--- config.mk ---
export PLATFORM = sky130hd
export DESIGN_NAME = mem_port_sched
export DESIGN_NICKNAME = d
export VERILOG_FILES = /design/src/rtl/mem_port_sched.sv
export SDC_FILE = /design/constraint.sdc
export NUM_CORES = 1
export LEC_CHECK = 0
export ABC_AREA = 1
export CELL_PAD_IN_SITES_DETAIL_PLACEMENT = 1
export CELL_PAD_IN_SITES_GLOBAL_PLACEMENT = 2
export CORE_MARGIN = 2
export CORE_UTILIZATION = 29
export CTS_CLUSTER_SIZE = 14
export DETAILED_ROUTE_END_ITERATION = 6
export HOLD_SLACK_MARGIN = 0.08
export PLACE_DENSITY_LB_ADDON = 0.12
export SLEW_MARGIN = 20
export SYNTH_ARGS = -nofsm -noshare
export SYNTH_HDL_FRONTEND = slang
export SYNTH_SLANG_ARGS = --single-unit
--- constraint.sdc ---
create_clock -name clk -period 3.13 [get_ports clk]
set_clock_uncertainty 0.15 [all_clocks]
set_input_delay 0.313 -clock clk [delete_from_list [all_inputs] [get_ports clk]]
set_output_delay 0.313 -clock clk [all_outputs]
set_load 0.005 [all_outputs]
--- src/rtl/mem_port_sched.sv ---
// mem_port_sched: byte-serial scheduler for the single 8-bit external memory port.
//
// Shares the port between the instruction fetcher (INF, FETCH_LEN-byte reads)
// and the data cache (DC, 1/2/4-byte loads and stores). Each request becomes
// one bus cycle per byte. Read bytes are assembled little-endian and store
// words are split the same way. Stores to the IO window stall while the UART
// buffer is full.
//
// Ports:
//   clk, rst (async, active-low), rdy (low = pause), clr (pipeline flush)
//   iIO_buffer_full           UART buffer full, gates IO store bytes
//   iMEM_dt / oMEM_dt         memory read byte / write byte
//   oMEM_rw, oMEM_addr        write strobe and byte address
//   iINF_* / oINF_*           fetch request (level) and completion pulse + word
//   iDC_* / oDC_*             data request (level) and completion pulse + load data
//
// Build option: define MEM_SCHED_RR_EN for round-robin arbitration between
// simultaneous INF and DC requests. Without it, DC always wins.
module mem_port_sched #(
  parameter logic [1:0] IO_SEL    = 2'b11,
  parameter int         FETCH_LEN = 4
) (
  input  logic        clk,
  input  logic        rst,
  input  logic        rdy,
  input  logic        clr,
  input  logic        iIO_buffer_full,
  input  logic [7:0]  iMEM_dt,
  output logic        oMEM_rw,
  output logic [31:0] oMEM_addr,
  output logic [7:0]  oMEM_dt,
  input  logic        iINF_en,
  input  logic [31:0] iINF_addr,
  output logic        oINF_done,
  output logic [31:0] oINF_inst,
  input  logic        iDC_en,
  input  logic        iDC_ls,
  input  logic [2:0]  iDC_len,
  input  logic [31:0] iDC_addr,
  input  logic [31:0] iDC_dt,
  output logic        oDC_done,
  output logic [31:0] oDC_dt
);

  typedef enum logic [1:0] {S_IDLE, S_RD, S_WR, S_DONE} state_t;

  state_t      state_q, state_d;
  logic [2:0]  cnt_q, cnt_d;          // RD: edges since grant; WR: bytes issued
  logic [2:0]  len_q, len_d;
  logic [31:0] base_q, base_d;
  logic        owner_q, owner_d;      // 1 = DC owns the transfer
  logic        io_q, io_d;
  logic [31:0] data_q, data_d;
  logic [31:0] buf_q, buf_d;
  logic        rw_q, rw_d;
  logic [31:0] addr_q, addr_d;
  logic [7:0]  dout_q, dout_d;
  logic        inf_done_q, inf_done_d;
  logic [31:0] inf_inst_q, inf_inst_d;
  logic        dc_done_q, dc_done_d;
  logic [31:0] dc_dt_q, dc_dt_d;
`ifdef MEM_SCHED_RR_EN
  logic        hist_q, hist_d;        // 1 = DC was granted last
`endif

  logic        inf_req, dc_req, pick_dc, dc_io, dc_gated;
  logic [1:0]  rd_idx, wr_idx;
  logic [31:0] buf_n, rd_result;

  // A fetch raised during a flush is stale and must not win the port.
  assign inf_req  = iINF_en & ~clr;
  assign dc_req   = iDC_en;
  assign dc_io    = (iDC_addr[17:16] == IO_SEL);
  assign dc_gated = dc_io & iIO_buffer_full;
`ifdef MEM_SCHED_RR_EN
  assign pick_dc  = dc_req & (~inf_req | ~hist_q);
`else
  assign pick_dc  = dc_req;
`endif

  // Read data lags its address by one cycle, so the byte arriving now
  // belongs to the address issued on the previous edge (cnt_q - 1).
  assign rd_idx    = cnt_q[1:0] - 2'd1;
  assign wr_idx    = cnt_q[1:0];
  always_comb begin
    buf_n = buf_q;
    buf_n[{rd_idx, 3'b000} +: 8] = iMEM_dt;
  end
  assign rd_result = (cnt_q != 3'd0) ? buf_n : buf_q;

  always_comb begin
    state_d    = state_q;
    cnt_d      = cnt_q;
    len_d      = len_q;
    base_d     = base_q;
    owner_d    = owner_q;
    io_d       = io_q;
    data_d     = data_q;
    buf_d      = buf_q;
    rw_d       = rw_q;
    addr_d     = addr_q;
    dout_d     = dout_q;
    inf_done_d = inf_done_q;
    inf_inst_d = inf_inst_q;
    dc_done_d  = dc_done_q;
    dc_dt_d    = dc_dt_q;
`ifdef MEM_SCHED_RR_EN
    hist_d     = hist_q;
`endif
    // rdy low freezes every register; only the visible write strobe is masked.
    if (rdy) begin
      rw_d       = 1'b0;
      inf_done_d = 1'b0;
      dc_done_d  = 1'b0;
      case (state_q)
        S_IDLE: begin
          if (inf_req | dc_req) begin
            owner_d = pick_dc;
            cnt_d   = 3'd0;
            buf_d   = 32'd0;
`ifdef MEM_SCHED_RR_EN
            hist_d  = pick_dc;
`endif
            if (pick_dc) begin
              base_d = iDC_addr;
              len_d  = iDC_len;
              data_d = iDC_dt;
              io_d   = dc_io;
              if (iDC_ls) begin
                state_d = S_WR;
                // Byte 0 goes out on the grant edge unless the UART is full.
                if (!dc_gated && iDC_len != 3'd0) begin
                  rw_d   = 1'b1;
                  addr_d = iDC_addr;
                  dout_d = iDC_dt[7:0];
                  cnt_d  = 3'd1;
                end
              end else begin
                state_d = S_RD;
                addr_d  = iDC_addr;
              end
            end else begin
              base_d  = iINF_addr;
              len_d   = 3'(FETCH_LEN);
              io_d    = 1'b0;
              state_d = S_RD;
              addr_d  = iINF_addr;
            end
          end
        end
        S_RD: begin
          if (clr) begin
            state_d = S_IDLE;
          end else begin
            if (cnt_q != 3'd0) buf_d = buf_n;
            if (cnt_q == len_q) begin
              state_d = S_DONE;
              if (owner_q) begin
                dc_done_d = 1'b1;
                dc_dt_d   = rd_result;
              end else begin
                inf_done_d = 1'b1;
                inf_inst_d = rd_result;
              end
            end else begin
              cnt_d = cnt_q + 3'd1;
              if ((cnt_q + 3'd1) < len_q) addr_d = base_q + 32'(cnt_q + 3'd1);
            end
          end
        end
        S_WR: begin
          if (cnt_q == len_q) begin
            state_d   = S_DONE;
            dc_done_d = 1'b1;
          end else if (!(io_q && iIO_buffer_full)) begin
            rw_d   = 1'b1;
            addr_d = base_q + 32'(cnt_q);
            dout_d = data_q[{wr_idx, 3'b000} +: 8];
            cnt_d  = cnt_q + 3'd1;
          end
        end
        default: state_d = S_IDLE;   // S_DONE: one cycle so the requester can drop en
      endcase
    end
  end

  always_ff @(posedge clk or negedge rst) begin
    if (!rst) begin
      state_q    <= S_IDLE;
      cnt_q      <= 3'd0;
      len_q      <= 3'd0;
      base_q     <= 32'd0;
      owner_q    <= 1'b0;
      io_q       <= 1'b0;
      data_q     <= 32'd0;
      buf_q      <= 32'd0;
      rw_q       <= 1'b0;
      addr_q     <= 32'd0;
      dout_q     <= 8'd0;
      inf_done_q <= 1'b0;
      inf_inst_q <= 32'd0;
      dc_done_q  <= 1'b0;
      dc_dt_q    <= 32'd0;
`ifdef MEM_SCHED_RR_EN
      hist_q     <= 1'b0;
`endif
    end else begin
      state_q    <= state_d;
      cnt_q      <= cnt_d;
      len_q      <= len_d;
      base_q     <= base_d;
      owner_q    <= owner_d;
      io_q       <= io_d;
      data_q     <= data_d;
      buf_q      <= buf_d;
      rw_q       <= rw_d;
      addr_q     <= addr_d;
      dout_q     <= dout_d;
      inf_done_q <= inf_done_d;
      inf_inst_q <= inf_inst_d;
      dc_done_q  <= dc_done_d;
      dc_dt_q    <= dc_dt_d;
`ifdef MEM_SCHED_RR_EN
      hist_q     <= hist_d;
`endif
    end
  end

  assign oMEM_rw   = rw_q & rdy;
  assign oMEM_addr = addr_q;
  assign oMEM_dt   = dout_q;
  assign oINF_done = inf_done_q;
  assign oINF_inst = inf_inst_q;
  assign oDC_done  = dc_done_q;
  assign oDC_dt    = dc_dt_q;

endmodule

==> out/metrics.yaml, run 1 <==
clk_pin_slew_worst_paths_ns: 0.06
drcViolationCount: 0
dp.cells: 2356
synth_edf_count: 0
syn_inst: 1649
vias: 11660
ys.flop_type: "dfrtp_1"
placed_area_mm2: 0.0146
grt_start_max_net_pins: 63
hold_viol: 0
dieArea_mm2: 0.0425
timing.hold.ws_ns: 0.138
period_needed_ns: 2.69
ios: 222
seqPwrFrac: 0.318
layout-drive-gt1-share: 0.0629
p_sw_frac: 0.421
p_switching_mw: 5.86
antenna_left: 0
post_drt_wl_per_cell_um: 18.4
start_kind: "register"
combPwrFrac: 0.433
fin_tns_setup_ns: 0
cp.arrival_ns: 3.00
setup_viol: 0
globalRouteMet3Util: 0.0260
die_h_um: 206
p_per_area_mw_per_mm2: 891
tightest_slew_ns: 0.885
reg2reg_depth: 11
gr-max-usage-layer: "met1"
use_met2: 0.319
gr-total-overflow: 0
drt-pass1-iter-count: 4
ctsResizeCount: 0
diodes: 0
netlist_area_mm2: 0.0118
cts_tree: "built"
layout_common_cells: "681 x nand2_1, 220 x clkdlybuf4s50_1, 213 x dfrtp_1"
met1_usage: 0.321
initialDrtViolationCount: 611
hold_buffers: 1
grt_pass1_vias: 11991
fin_cells: 2407
timing.final.crit_share: 0.860
antenna_found_initial: 0
final_max_slew_viol_count: 0
synth_cell_types: 45
cts_sinks: 213
synthArstFlopShare: 1.00
cp_slowest_cell: "dfrtp_1"
slew_headroom: 0.410
layout_commonest_cell: "nand2_1"
avgSynthCellArea_um2: 7.18
ir_drop_mv: 0.457
maxCapViolations: 0
fp.dieW_um: 206
pwr-share-clk: 0.248
cts-root-buf: "clkbuf_16"
viasPerCell: 4.84
fin_nets: 1990
yosysSeqAreaShare: 0.450
power.leakage_nw: 7.23
core_mm2: 0.0406
grt.total_usage: 0.210
dp_hpwl_um: 32700
grt_setup_unrepaired: "no"
max_freq_mhz: 371
routabilityCongestion: 0.849
insertion_delay_ns: 0.57
status: "finished, final reports clean"
final_area_mm2: 0.0156
p_int_mw: 8.07
initial_core_util: 0.292
cts_buffers: 27
core.rowCount: 74
htreeDepth: 1
grt_pass1_wl_um: 69800
postCtsSetupBuffers: 0
path_cells: "inv_2, ha_1, fa_1, o21ai_2, nand2_1, nor2_1, nand3_1, nand3_1, nand3_1, nand2_1, nand2_1"
cp_num_buf_inv: 1
synth.net_count: 1785
hp-class: "input port to async pin"
wirelength_um: 44400
synth-seq-cells: 213
worst-path-stages: 11
endpoint_kind: "register"
ys_warn_count: 0
syn2layout_area_growth_pct: 31.9
required_ns: 3.43
crit_fanout: 8
numPortBuffers: 221
critical_path_class: "register to register"
critical_path.max_stage_delay_ns: 0.43
clockBufferDepth: 3
crit_family: "simple AND/OR/NAND/NOR gates"
fin_util: 0.385
-- per-stage QoR --
stage | total power, mW | worst slack (ns)
after global routing | 15.1 | 0.172
final | 13.9 | 0.437
after floorplan | 7.83 | 0.479
after CTS | 14.1 | 0.436
after global placement | 10.5 | 0.474
after detailed placement | 10.6 | 0.436
-- registers in the layout, indices dropped and copies added (netlist names) --
name / count
owner_q: 1
base_q: 32
oINF_inst: 32
oMEM_addr: 32
state_q: 2
oDC_done: 1
cnt_q: 3
buf_q: 32
rw_q: 1
io_q: 1
oDC_dt: 32
data_q: 32
oINF_done: 1
oMEM_dt: 8
len_q: 3
-- worst paths after layout --
check | start | end | slack [ns]
worst max register to register | cnt_q[0] | oMEM_addr[30] | 0.44
worst min-delay path | rst | oDC_dt[3] | 0.14
max in group asynchronous | rst | data_q[20] | 1.85
worst min register to register | oINF_inst[19] | oINF_inst[19] | 0.32
worst max-delay path | cnt_q[0] | oMEM_addr[30] | 0.44
min in group clk | iDC_dt[11] | data_q[11] | 0.14
-- cell usage after synthesis, drive strengths merged (5+ instances only) --
cell type	number	area share
nor2	114	0.039
buf	40	0.018
nand2	683	0.22
a32oi	7	0.0052
inv	109	0.035
o21ai	170	0.073
a32o	5	0.0042
nand3	165	0.071
o22ai	6	0.0032
dfrtp	213	0.45
clkbuf	36	0.012
a21oi	18	0.0082
ha	19	0.020
o31ai	18	0.011
o21a	17	0.011
nand4	9	0.0048
-- per-layer routing --
layer  share of wire  up-vias  routed length (µm)
li1                -     5751                   -
met1            0.52     5658               23200
met2            0.42      220               18800
met3           0.042       31                1860
met4           0.012        0                 515
met5               0        -                   0
-- kinds of logic after synthesis --
family | count (synthesis) | synth area share
XOR/XNOR | 2 | 0.00148
multiplexers | 2 | 0.00169
buffers and inverters | 187 | 0.0650
flip-flops | 213 | 0.450
adder cells (fa/ha/maj) | 21 | 0.0235
AND/OR/NAND/NOR | 974 | 0.336
AO/OA/AOI/OAI | 250 | 0.122
-- power by group through the flow --
| stage | combinational (mW) | clock (mW) | sequential (mW) |
|---|---|---|---|
| 6_report | 6.04 | 3.46 | 4.43 |
| 5_1_grt | 6.82 | 3.67 | 4.57 |
| 4_1_cts | 6.12 | 3.56 | 4.45 |
| 3_5_place_dp | 6.08 | 0 | 4.47 |
| 3_3_place_gp | 5.99 | 0 | 4.46 |
| 2_1_floorplan | 3.59 | 0 | 4.24 |
-- area by class of cell --
class / instances / area (µm²)
tap: 532 / 666
clock inverter: 15 / 220
timing repair buffer: 252 / 2480
clock buffer: 35 / 766
inverter: 111 / 417
fill: 5022 / 24900
multi-input combinational: 1249 / 5750
sequential: 213 / 5330
Note: power is estimated with default switching activity, not from simulation.
==> run 2: changes to the inputs <==
- CORE_MARGIN: 2 -> default
==> out/metrics.yaml, run 2 (synthesis gave the netlist of run 1 again) <==
status: "finished, final reports clean"
htreeDepth: 1
cp_num_buf_inv: 1
fin_cells: 2402
layout_common_cells: "681 x nand2_1, 220 x clkdlybuf4s50_1, 213 x dfrtp_1"
die_h_um: 204
tightest_slew_ns: 0.885
layout_commonest_cell: "nand2_1"
dp_hpwl_um: 32500
p_sw_frac: 0.420
slew_headroom: 0.410
initialDrtViolationCount: 582
final_max_slew_viol_count: 0
antenna_left: 0
critical_path.max_stage_delay_ns: 0.44
ir_drop_mv: 0.493
timing.final.crit_share: 0.884
grt_pass1_wl_um: 69800
path_cells: "inv_2, ha_1, fa_1, o21ai_2, nand2_1, nor2_1, nand3_1, nand3_1, nand3_1, nand2_1, nand2_1"
core_mm2: 0.0400
grt_setup_unrepaired: "no"
hold_viol: 0
place_ws_ns: 0.406
dp.cells: 2352
dieArea_mm2: 0.0417
core.rowCount: 73
final_area_mm2: 0.0156
endpoint_kind: "register"
postCtsSetupBuffers: 0
crit_family: "simple AND/OR/NAND/NOR gates"
crit_fanout: 6
initial_core_util: 0.296
timing.hold.ws_ns: 0.117
drcViolationCount: 0
hold_buffers: 1
fin_nets: 1994
wirelength_um: 44000
setup_ws_ns: 0.363
vias: 11695
post_drt_wl_per_cell_um: 18.3
power_mw: 13.8
cts_tree: "built"
gr-total-overflow: 0
ios: 222
routabilityCongestion: 0.825
grt_start_max_net_pins: 90
max_freq_mhz: 361
clockBufferDepth: 3
p_per_area_mw_per_mm2: 882
syn2layout_area_growth_pct: 31.9
combPwrFrac: 0.435
power.leakage_nw: 7.23
maxCapViolations: 0
setup_viol: 0
start_kind: "register"
cts-root-buf: "clkbuf_16"
p_switching_mw: 5.79
fin_util: 0.391
cts_sinks: 213
clk_pin_slew_worst_paths_ns: 0.05
layout-drive-gt1-share: 0.0618
required_ns: 3.41
cp_slowest_cell: "fa_1"
antenna_found_initial: 1
cts_buffers: 28
ctsResizeCount: 0
pwr-share-clk: 0.242
diodes: 0
fin_tns_setup_ns: 0
hp-class: "input port to register"
placed_area_mm2: 0.0147
viasPerCell: 4.87
seqPwrFrac: 0.322
cp.arrival_ns: 3.04
critical_path_class: "register to register"
drt-pass1-iter-count: 4
grt.total_usage: 0.214
numPortBuffers: 221
period_needed_ns: 2.77
insertion_delay_ns: 0.58
grt_pass1_vias: 12068
fp.dieW_um: 204
p_int_mw: 7.99
[run 2: cell types whose count changed in the layout (fill, tap and decap cells not counted), sizes merged]
| cell | delta |
|---|---|
| bufinv | -2 |
| clkbuf | +6 |
| clkinvlp | -2 |
| clkinv | -2 |
| buf | +3 |
| inv | -1 |
[run 2: final cells by class]
cell class                 instances  area, µm²
inverter                         111        417
timing repair buffer             255       2510
sequential                       213       5330
multi-input combinational       1249       5750
clock buffer                      41        820
tap                              525        657
clock inverter                     8        140
fill                            4931      24400
[run 2: worst paths after layout]
check / from / slack, ns / cells after the start / endpoint
min: iDC_dt[10] / 0.12 / 3 / data_q[10]
max in group asynchronous: rst / 1.77 / 3 / oDC_dt[31]
max reg2reg: cnt_q[0] / 0.36 / 11 / oMEM_addr[30]
max: cnt_q[0] / 0.36 / 11 / oMEM_addr[30]
min in group asynchronous: rst / 0.21 / 2 / oDC_dt[2]
min reg2reg: oINF_inst[19] / 0.32 / 2 / oINF_inst[19]
[run 2: layer usage]
layer	track usage	vias to the layer above	share of wire
li1	-	5746	-
met2	0.324	270	0.42
met5	0	-	0
met4	0.0410	0	0.014
met1	0.325	5639	0.52
met3	0.0258	40	0.047
[run 2: power groups by stage]
| stage | Clock (mW) | Sequential, mW | Combinational [mW] |
|---|---|---|---|
| floorplan | 0 | 4.24 | 3.59 |
| global placement | 0 | 4.47 | 5.97 |
| detailed placement | 0 | 4.48 | 6.06 |
| CTS | 3.44 | 4.45 | 6.09 |
| global route | 3.54 | 4.58 | 6.74 |
| finish | 3.34 | 4.44 | 6.00 |
[run 2: tightest hold or removal path, stage by stage]
cell and delay (ns):
clkdlybuf4s50_1 0.39, nand2_1 0.06, nand2_1 0.04
